==> src/rtl/sido_rail_monitor_if.sv <==
// ADC handshake bundle shared between the rail monitor (master) and the ADC front-end (slave).
interface sido_rail_monitor_if;
   logic        adc_start;
   logic        adc_sel;
   logic        adc_done;
   logic [11:0] adc_data;

   modport master (output adc_start, output adc_sel, input adc_done, input adc_data);
   modport slave  (input adc_start, input adc_sel, output adc_done, output adc_data);
endinterface

==> src/rtl/sido_rail_monitor.sv <==
// SIDO rail monitor: sequences the shared ADC over both rails, derives hysteretic request and
// debounced emergency flags. Optional two-tap error filter via RAIL_MON_FILTER_EN.
module sido_rail_monitor #(
   parameter logic [11:0] REF_3V3     = 12'd2048,
   parameter logic [11:0] REF_5V      = 12'd2048,
   parameter int          REQ_ON      = 8,
   parameter int          REQ_OFF     = -4,
   parameter int          EMG_ON      = 200,
   parameter int          EMG_OFF     = 100,
   parameter int unsigned EMG_CNT     = 2,
   parameter int unsigned SAMPLE_GAP  = 4,
   parameter int unsigned ADC_TIMEOUT = 64
) (
   input  logic                      clk,
   input  logic                      reset,
   sido_rail_monitor_if.master       adc,
   output logic                      request_3V3,
   output logic                      request_5V,
   output logic                      emergency_3v3,
   output logic                      emergency_5v,
   output logic signed [12:0]        error_3v3,
   output logic signed [12:0]        error_5v,
   output logic                      update_strobe,
   output logic                      adc_fault
);

   typedef enum logic [2:0] {StIdle, StStart, StWait, StUpdate, StGap} state_e;

   localparam int unsigned       CntW     = (EMG_CNT < 2) ? 1 : $clog2(EMG_CNT + 1);
   localparam logic signed [12:0] ReqOn   = 13'(REQ_ON);
   localparam logic signed [12:0] ReqOff  = 13'(REQ_OFF);
   localparam logic signed [12:0] EmgOn   = 13'(EMG_ON);
   localparam logic signed [12:0] EmgOff  = 13'(EMG_OFF);
   localparam logic [CntW-1:0]    EmgCntC = CntW'(EMG_CNT);
   localparam logic [15:0]        WaitEnd = 16'(ADC_TIMEOUT - 1);

   state_e                 state_q, state_d;
   logic [15:0]            wait_cnt_q, wait_cnt_d, gap_cnt_q, gap_cnt_d;
   logic                   sel_q, sel_d, rail_q, rail_d, pend_q, pend_d;
   logic                   strobe_q, strobe_d, fault_q, fault_d;
   logic [11:0]            data_q, data_d;
   logic signed [12:0]     new_err_q, new_err_d;
   logic signed [12:0]     err_q [2];
   logic signed [12:0]     err_d [2];
   logic                   req_q [2];
   logic                   req_d [2];
   logic                   emg_q [2];
   logic                   emg_d [2];
   logic [CntW-1:0]        cnt_q [2];
   logic [CntW-1:0]        cnt_d [2];

   logic [11:0]            ref_sel;
   logic signed [12:0]     raw_err, upd_err;
   logic [CntW-1:0]        cnt_nx;
   logic                   emg_nx, req_nx;

   assign ref_sel = sel_q ? REF_5V : REF_3V3;
   assign raw_err = $signed({1'b0, ref_sel}) - $signed({1'b0, data_q});

`ifdef RAIL_MON_FILTER_EN
   logic signed [12:0]     prev_q [2];
   logic signed [12:0]     prev_d [2];
   logic signed [13:0]     filt_sum;
   assign filt_sum = 14'(raw_err) + 14'(prev_q[sel_q]);
   assign upd_err  = 13'(filt_sum >>> 1);
`else
   assign upd_err  = raw_err;
`endif

   // Threshold evaluation for the rail whose update is pending.
   always_comb begin
      cnt_nx = '0;
      if (new_err_q > EmgOn) begin
         cnt_nx = (cnt_q[rail_q] < EmgCntC) ? cnt_q[rail_q] + 1'b1 : cnt_q[rail_q];
      end
      emg_nx = emg_q[rail_q];
      if (new_err_q < EmgOff) begin
         emg_nx = 1'b0;
         cnt_nx = '0;
      end else if (cnt_nx >= EmgCntC) begin
         emg_nx = 1'b1;
      end
      req_nx = req_q[rail_q];
      if (new_err_q > ReqOn) begin
         req_nx = 1'b1;
      end else if (new_err_q < ReqOff) begin
         req_nx = 1'b0;
      end
      if (emg_nx) req_nx = 1'b1;
   end

   always_comb begin
      state_d    = state_q;
      wait_cnt_d = wait_cnt_q;
      gap_cnt_d  = gap_cnt_q;
      sel_d      = sel_q;
      rail_d     = rail_q;
      pend_d     = 1'b0;
      strobe_d   = 1'b0;
      fault_d    = fault_q;
      data_d     = data_q;
      new_err_d  = new_err_q;
      err_d      = err_q;
      req_d      = req_q;
      emg_d      = emg_q;
      cnt_d      = cnt_q;
`ifdef RAIL_MON_FILTER_EN
      prev_d     = prev_q;
`endif
      unique case (state_q)
         StIdle:  state_d = StStart;
         StStart: begin
            wait_cnt_d = '0;
            state_d    = StWait;
         end
         StWait: begin
            if (adc.adc_done) begin
               data_d  = adc.adc_data;
               state_d = StUpdate;
            end else if (wait_cnt_q == WaitEnd) begin
               fault_d   = 1'b1;
               req_d     = '{default: 1'b0};
               emg_d     = '{default: 1'b0};
               cnt_d     = '{default: '0};
               gap_cnt_d = '0;
               state_d   = StGap;
            end else begin
               wait_cnt_d = wait_cnt_q + 16'd1;
            end
         end
         StUpdate: begin
            new_err_d = upd_err;
            rail_d    = sel_q;
            pend_d    = 1'b1;
            sel_d     = ~sel_q;
            gap_cnt_d = '0;
            state_d   = StGap;
`ifdef RAIL_MON_FILTER_EN
            prev_d[sel_q] = raw_err;
`endif
         end
         StGap: begin
            if (32'(gap_cnt_q) + 32'd1 >= SAMPLE_GAP) begin
               state_d = StStart;
            end else begin
               gap_cnt_d = gap_cnt_q + 16'd1;
            end
         end
         default: state_d = StIdle;
      endcase

      // Registered error from UPDATE is committed one edge later, together with the strobe.
      if (pend_q) begin
         err_d[rail_q] = new_err_q;
         req_d[rail_q] = req_nx;
         emg_d[rail_q] = emg_nx;
         cnt_d[rail_q] = cnt_nx;
         fault_d       = 1'b0;
         strobe_d      = 1'b1;
      end
   end

   always_ff @(posedge clk) begin
      if (reset) begin
         state_q    <= StIdle;
         wait_cnt_q <= '0;
         gap_cnt_q  <= '0;
         sel_q      <= 1'b0;
         rail_q     <= 1'b0;
         pend_q     <= 1'b0;
         strobe_q   <= 1'b0;
         fault_q    <= 1'b0;
         data_q     <= '0;
         new_err_q  <= '0;
         err_q      <= '{default: '0};
         req_q      <= '{default: 1'b0};
         emg_q      <= '{default: 1'b0};
         cnt_q      <= '{default: '0};
`ifdef RAIL_MON_FILTER_EN
         prev_q     <= '{default: '0};
`endif
      end else begin
         state_q    <= state_d;
         wait_cnt_q <= wait_cnt_d;
         gap_cnt_q  <= gap_cnt_d;
         sel_q      <= sel_d;
         rail_q     <= rail_d;
         pend_q     <= pend_d;
         strobe_q   <= strobe_d;
         fault_q    <= fault_d;
         data_q     <= data_d;
         new_err_q  <= new_err_d;
         err_q      <= err_d;
         req_q      <= req_d;
         emg_q      <= emg_d;
         cnt_q      <= cnt_d;
`ifdef RAIL_MON_FILTER_EN
         prev_q     <= prev_d;
`endif
      end
   end

   assign adc.adc_start   = (state_q == StStart);
   assign adc.adc_sel     = sel_q;
   assign request_3V3     = req_q[0];
   assign request_5V      = req_q[1];
   assign emergency_3v3   = emg_q[0];
   assign emergency_5v    = emg_q[1];
   assign error_3v3       = err_q[0];
   assign error_5v        = err_q[1];
   assign update_strobe   = strobe_q;
   assign adc_fault       = fault_q;

endmodule

==> src/flat_wrapper.sv <==
// flat-port wrapper written by rule: the top's interface ports become plain ports
module sido_rail_monitor_flat 
#(
   parameter logic [11:0] REF_3V3     = 12'd2048,
   parameter logic [11:0] REF_5V      = 12'd2048,
   parameter int          REQ_ON      = 8,
   parameter int          REQ_OFF     = -4,
   parameter int          EMG_ON      = 200,
   parameter int          EMG_OFF     = 100,
   parameter int unsigned EMG_CNT     = 2,
   parameter int unsigned SAMPLE_GAP  = 4,
   parameter int unsigned ADC_TIMEOUT = 64
)
  (clk, reset, request_3V3, request_5V, emergency_3v3, emergency_5v, error_3v3, error_5v, update_strobe, adc_fault, adc_adc_start, adc_adc_sel, adc_adc_done, adc_adc_data);
  sido_rail_monitor_if adc_i ();
  input  logic clk;
  input  logic reset;
  output logic request_3V3;
  output logic request_5V;
  output logic emergency_3v3;
  output logic emergency_5v;
  output logic signed [12:0] error_3v3;
  output logic signed [12:0] error_5v;
  output logic update_strobe;
  output logic adc_fault;
  output wire logic [$bits(adc_i.adc_start)-1:0] adc_adc_start;
  output wire logic [$bits(adc_i.adc_sel)-1:0] adc_adc_sel;
  input wire logic [$bits(adc_i.adc_done)-1:0] adc_adc_done;
  input wire logic [$bits(adc_i.adc_data)-1:0] adc_adc_data;
  assign adc_adc_start = adc_i.adc_start;
  assign adc_adc_sel = adc_i.adc_sel;
  assign adc_i.adc_done = adc_adc_done;
  assign adc_i.adc_data = adc_adc_data;
  sido_rail_monitor #(.REF_3V3(REF_3V3), .REF_5V(REF_5V), .REQ_ON(REQ_ON), .REQ_OFF(REQ_OFF), .EMG_ON(EMG_ON), .EMG_OFF(EMG_OFF), .EMG_CNT(EMG_CNT), .SAMPLE_GAP(SAMPLE_GAP), .ADC_TIMEOUT(ADC_TIMEOUT)) u_core (.clk(clk), .reset(reset), .adc(adc_i), .request_3V3(request_3V3), .request_5V(request_5V), .emergency_3v3(emergency_3v3), .emergency_5v(emergency_5v), .error_3v3(error_3v3), .error_5v(error_5v), .update_strobe(update_strobe), .adc_fault(adc_fault));
endmodule
==> config.mk <==
export PLATFORM = sky130hd
export DESIGN_NAME = sido_rail_monitor_flat
export DESIGN_NICKNAME = d
export VERILOG_FILES = /design/src/rtl/sido_rail_monitor_if.sv /design/src/rtl/sido_rail_monitor.sv /design/src/flat_wrapper.sv
export SDC_FILE = /design/constraint.sdc
export NUM_CORES = 1
export LEC_CHECK = 0
export CAP_MARGIN = 10
export CORE_UTILIZATION = 35
export CTS_BUF_LIST = sky130_fd_sc_hd__clkbuf_4 sky130_fd_sc_hd__clkbuf_8
export DETAILED_ROUTE_END_ITERATION = 7
export PLACE_DENSITY = 0.55
export SLEW_MARGIN = 20
export SYNTH_ARGS = -nofsm -noshare
export SYNTH_HDL_FRONTEND = slang
export SYNTH_SLANG_ARGS = --single-unit
==> constraint.sdc <==
create_clock -name clk -period 2.2 [get_ports clk]
set_input_delay 0.22 -clock clk [delete_from_list [all_inputs] [get_ports clk]]
set_output_delay 0.22 -clock clk [all_outputs]
set_load 0.01 [all_outputs]
## After elaboration in Yosys (flattened, before gate mapping)

Cells that the tools add are included.

- $add $sub $neg: 5
- Multiplexer cells: 52
- Bitwise operators: 3
- Reduce and logical (&&, ||, !) cells: 10
- Equality and inequality tests: 11
- $lt $le $gt $ge: 9

Operators by type and width:

| cell | number |
|---|---|
| 16-bit two-way mux | 5 |
| 16-bit case mux with 3 select lines | 1 |
| 16-bit by 1-bit adder with 16-bit output (second input constant) | 2 |
| 32-bit by 3-bit >= comparator with 1-bit output (second input constant) | 1 |
| 16-bit case mux with 2 select lines | 1 |
| 2-bit two-way mux | 15 |
| 26-bit bitwise mux | 1 |
| 16-bit by 1-bit adder with 17-bit output (second input constant) | 1 |
| 16-bit by 6-bit equality test with 1-bit output (second input constant) | 1 |
| 4-bit two-way mux | 4 |
| 3-bit case mux with 5 select lines | 1 |
| 1-bit two-way mux | 14 |
| 13-bit demux with 1-bit select | 1 |
| 13-bit by 5-bit > comparator with 1-bit output (second input constant) | 1 |
| 13-bit by 9-bit > comparator with 1-bit output (second input constant) | 1 |
| 13-bit by 3-bit < comparator with 1-bit output (second input constant) | 1 |
| 13-bit by 8-bit < comparator with 1-bit output (second input constant) | 1 |
| 13-bit two-way mux | 1 |
| 12-bit by 12-bit subtractor with 13-bit output (first input constant) | 1 |
| 3-bit two-way mux | 3 |
| 3-bit by 2-bit equality test with 1-bit output (second input constant) | 2 |
| 2-bit inequality test (second input constant) | 3 |
| 3-bit AND reduction | 2 |
| 2-bit bitwise mux | 2 |
| 20 further kinds | 24 |

- Input port bits: 15
- Output and inout bits: 34
- Register bits: 99

## Logic depth before layout (Yosys ltp)

- Depth after elaboration: 13
- Gate-level depth with buffers: 8
- Depth with buffers taken out: 7

## Worst setup path before layout

No wires, ideal clock.

- Path kind: register to register
- Start point: register u_core.wait_cnt_q[0]
- End point: register u_core.gap_cnt_q[0]
- Required time: 2077 ps
- Clock period less this slack: 1925 ps
- Arrival time: 1802 ps
- Stages on the path, launching flop included: 8
- Setup slack: 275 ps
- Buffers on the path: 0
- Setup time: 123 ps
- Path through: dfxtp_1 > ha_1 > nor4bb_1 > nand4_1 > a32oi_1 > nand2_1 > nand4b_1 > mux2_1

- Cells in the longest elaborated chain, start to end: 3

Ends and longest elaborated chain:

| element | line | source |
|---|---|---|
| start: declaration | sido_rail_monitor.sv:38 | `logic [15:0] wait_cnt_q, wait_cnt_d, gap_cnt_q, gap_cnt_d;` |
| start signal: assignment | sido_rail_monitor.sv:184 | `wait_cnt_q <= wait_cnt_d;` |
| 16-bit by 6-bit equality test with 1-bit output | sido_rail_monitor.sv:120 | `end else if (wait_cnt_q == WaitEnd) begin` |
| 2-bit by 1-bit inequality test with 1-bit output (no line) | -- |  |
| 4-bit AND reduction (no line) | -- |  |
| end signal: assignment | sido_rail_monitor.sv:185 | `gap_cnt_q <= gap_cnt_d;` |
| end: declaration | sido_rail_monitor.sv:38 |  |

No other way between the ends.
A chain may end at the register's enable or synchronous reset.

## Final worst setup path

- Start point: register u_core.state_q[0]
- End point: output port adc_adc_start

- Cells in the longest elaborated chain, start to end: 1

Ends and longest elaborated chain:

| element | line | source |
|---|---|---|
| start: declaration | sido_rail_monitor.sv:37 | `state_e state_q, state_d;` |
| start signal: assignment | sido_rail_monitor.sv:165 | `state_q <= StIdle;` |
| start signal: assignment | sido_rail_monitor.sv:183 | `state_q <= state_d;` |
| 3-bit by 1-bit equality test with 1-bit output | sido_rail_monitor.sv:203 | `assign adc.adc_start = (state_q == StStart);` |
| end: declaration | flat_wrapper.sv:26 | `output wire logic [$bits(adc_i.adc_start)-1:0] adc_adc_start;` |

No other way between the ends.

==> key figures <==
Outcome
  • Run status: completed

Power and ir drop
  • Power Dens Cells: 645 nW/um^2
  • LEAKAGE: 1.80 nW
  • Max VDD drop: 0.337 mV

Timing
  • Crit share post-route: 0.921
  • Hold Fails Final Rpt: 0
  • Fmax: 0.493 GHz
  • Fin crit period: 2.03 ns
  • Worst slew margin: 0.627
  • Clk_skew: 0.0150 ns
  • Final setup viols: 0
  • Slew Limit Fails: 0
  • Slew @ Worst Pin: 0.559 ns

Die
  • Die Ht: 112 um
  • Core Region: 11,700 sq um
  • Starting density of the core: 0.366
  • Ports: 49
  • Rows: 39
  • Die W: 112 um
  • Full die area: 12,600 sq um

Synth
  • Ys flop type: dfxtp_1
  • Area leader, netlist: dfxtp_1
  • Sequential fraction of the synthesis area: 0.464
  • Syn nets: 536
  • Synth Cell Area: 4270 sq um
  • Post-synthesis cell type count: 54
  • Synth top area cells: dfxtp_1, nand2_1, a21oi_1, nor2_1, and3_1
  • Synth Register Bits: 99
  • Synth Warn #: 0
  • Share of the synthesized area in the top cell type: 0.464
  • Asr flop ratio synth: 0
  • Post-synth EDFFs: 0
  • Cells after synthesis: 517
  • Mapped Avg Cell Area: 8.26 sq um

Critical path
  • Max stage delay on crit path: 0.60 ns
  • Worst-path cell chain: inv_1 > nor3_2 > clkdlybuf4s50_1
  • Slowest stage cell, crit path: clkdlybuf4s50_1
  • Required @ worst endpoint: 1.98 ns
  • Kind of critical path: flip-flop to output port
  • R2R cell count: 7
  • Crit path arrival time: 1.81 ns
  • CP Launch Type: flip-flop
  • Crit Path Max Fanout: 5
  • Crit end category: output port

GRT
  • Gr usage total: 0.159
  • Initial antenna violation count: 0
  • First-pass GRT wire length: 16.2 mm
  • Congestion Overflow GR: 0
  • Largest net degree at the start of global routing: 30
  • Vias in the first global route: 3,330

Cells and area
  • Final Core Density: 0.441
  • Fin area: 5140 sq um
  • P&R area growth vs syn: 20.3%
  • Inserted Diodes: 0
  • Nets@finish: 582
  • Commonest cells after routing, fill and taps aside: nand2_1, dfxtp_1, a21oi_1, clkdlybuf4s50_1, nor2_1
  • Layout cells sized above 1: 0.0933
  • Most common cell after layout, fill and taps aside: nand2_1
  • Fillers: 1,181

Hold path
  • Worst hold stages: 2
  • Type of the worst min-delay path: primary input to flip-flop

Routing
  • DRC errors left: 0
  • WL per Instance: 13.7 um
  • Drt first pass iters: 4
  • Wirelength, routed: 9.75 mm
  • Vias per cell: 5.13
  • Violation count after the first detailed-route iteration: 148
  • Vias after detailed routing: 3,646
  • Antenna-violating nets left: 0

CTS
  • CTS tree: done
  • Post-CTS Setup Inserts: 0
  • Htree depth: 3
  • Clk_lat worst skew: 0.37 ns
  • Reg clk slew, reported paths: 0.10 ns
  • TritonCTS buffer count: 9
  • Max Root-Sink Buffers: 2
  • Clk root buf: clkbuf_8
  • CTS Sinks: 99
  • Number of gates resized after cts: 0
  • Hold-fix buffers, CTS: 0

Placement
  • # port buffers: 48
  • RD Place Congestion: 0.759
  • HPWL after DPL: 6.86 mm
  • DP Area: 4920 sq um

Job
  • # Max-Cap Violations: 0
## worst max-delay path, delay by kind of cell (launching register included)
kind | cells | cell delay, ns
buffers and inverters | 2 | 0.71
DFF | 1 | 0.42
and+or+nand+nor | 1 | 0.31
## worst paths after layout
check | endpoint | start | slack (ns)
min reg2reg | u_core.error_3v3[2]$_SDFFE_PP0P_ | u_core.error_3v3[2]$_SDFFE_PP0P_ | 0.46
min | u_core.adc.adc_sel$_SDFFE_PP0P_ | reset | 0.33
max reg2reg | u_core.gap_cnt_q[0]$_SDFFE_PP0P_ | u_core.wait_cnt_q[0]$_SDFFE_PP0P_ | 0.20
max | adc_adc_start | u_core.state_q[0]$_SDFFE_PP0P_ | 0.17
## synthesized netlist by cell type (all sizes together), types with 9 or more instances
master and number:
clkbuf 22, nand2 119, a21oi 60, nand3 9, and3 22, xnor2 12
nand4 11, inv 9, dfxtp 99, nor3 15, nor2 37, xor2 13
## power breakdown
part | leakage, nW | internal [mW] | switching, mW
Sequential | 0.800 | 1.82 | 0.0374
Clock | 0.0943 | 0.484 | 0.623
Combinational | 0.910 | 0.146 | 0.207
Total | 1.80 | 2.45 | 0.868
## stage by stage
step	worst slack (ns)	hold WS, ns	std cells	setup TNS [ns]	power (mW)
6_report	0.173	0.329	711	0	3.32
3_3_place_gp	0.197	0.446	695	0	2.24
2_1_floorplan	0.275	0.356	517	0	2.13
4_1_cts	0.101	0.334	711	0	3.35
5_1_grt	-0.0315	0.341	711	-0.0315	3.47
3_5_place_dp	0.121	0.449	695	0	2.25
## layer usage
layer / part of all wire / GRT usage
met1: 0.53 / 0.226
met2: 0.44 / 0.237
met3: 0.026 / 0.0292
met4: 0.012 / 0.0649
met5: 0 / 0
## final cells by class
cell class,count,area [sq um],area share
Sequential cell,99,1990,0.387
Multi-Input combinational cell,382,2180,0.424
Clock buffer,13,160,0.0312
Timing Repair Buffer,62,581,0.113
Inverter,9,33.8,0.00658
Clock inverter,3,21.3,0.00414
Tap cell,143,179,0.0348
## kinds of logic after synthesis
family / Yosys count / share of synthesized area
adders and majority gates: 4 / 0.0117
xor gates and xnor gates: 25 / 0.0513
muxes: 8 / 0.0190
DFF: 99 / 0.464
buffers and inverters: 36 / 0.0343
and+or+nand+nor: 251 / 0.284
AOI/OAI and AO/OA: 94 / 0.136
## registers in the layout, summed over array words and instances (netlist names), 3 cells and up
signal             count
u_core.state_q         3
u_core.new_err_q      13
u_core.cnt_q           4
u_core.data_q         12
u_core.error_5v       13
u_core.gap_cnt_q      16
u_core.error_3v3      13
u_core.wait_cnt_q     16
Note: power is estimated with default switching activity, not from simulation.
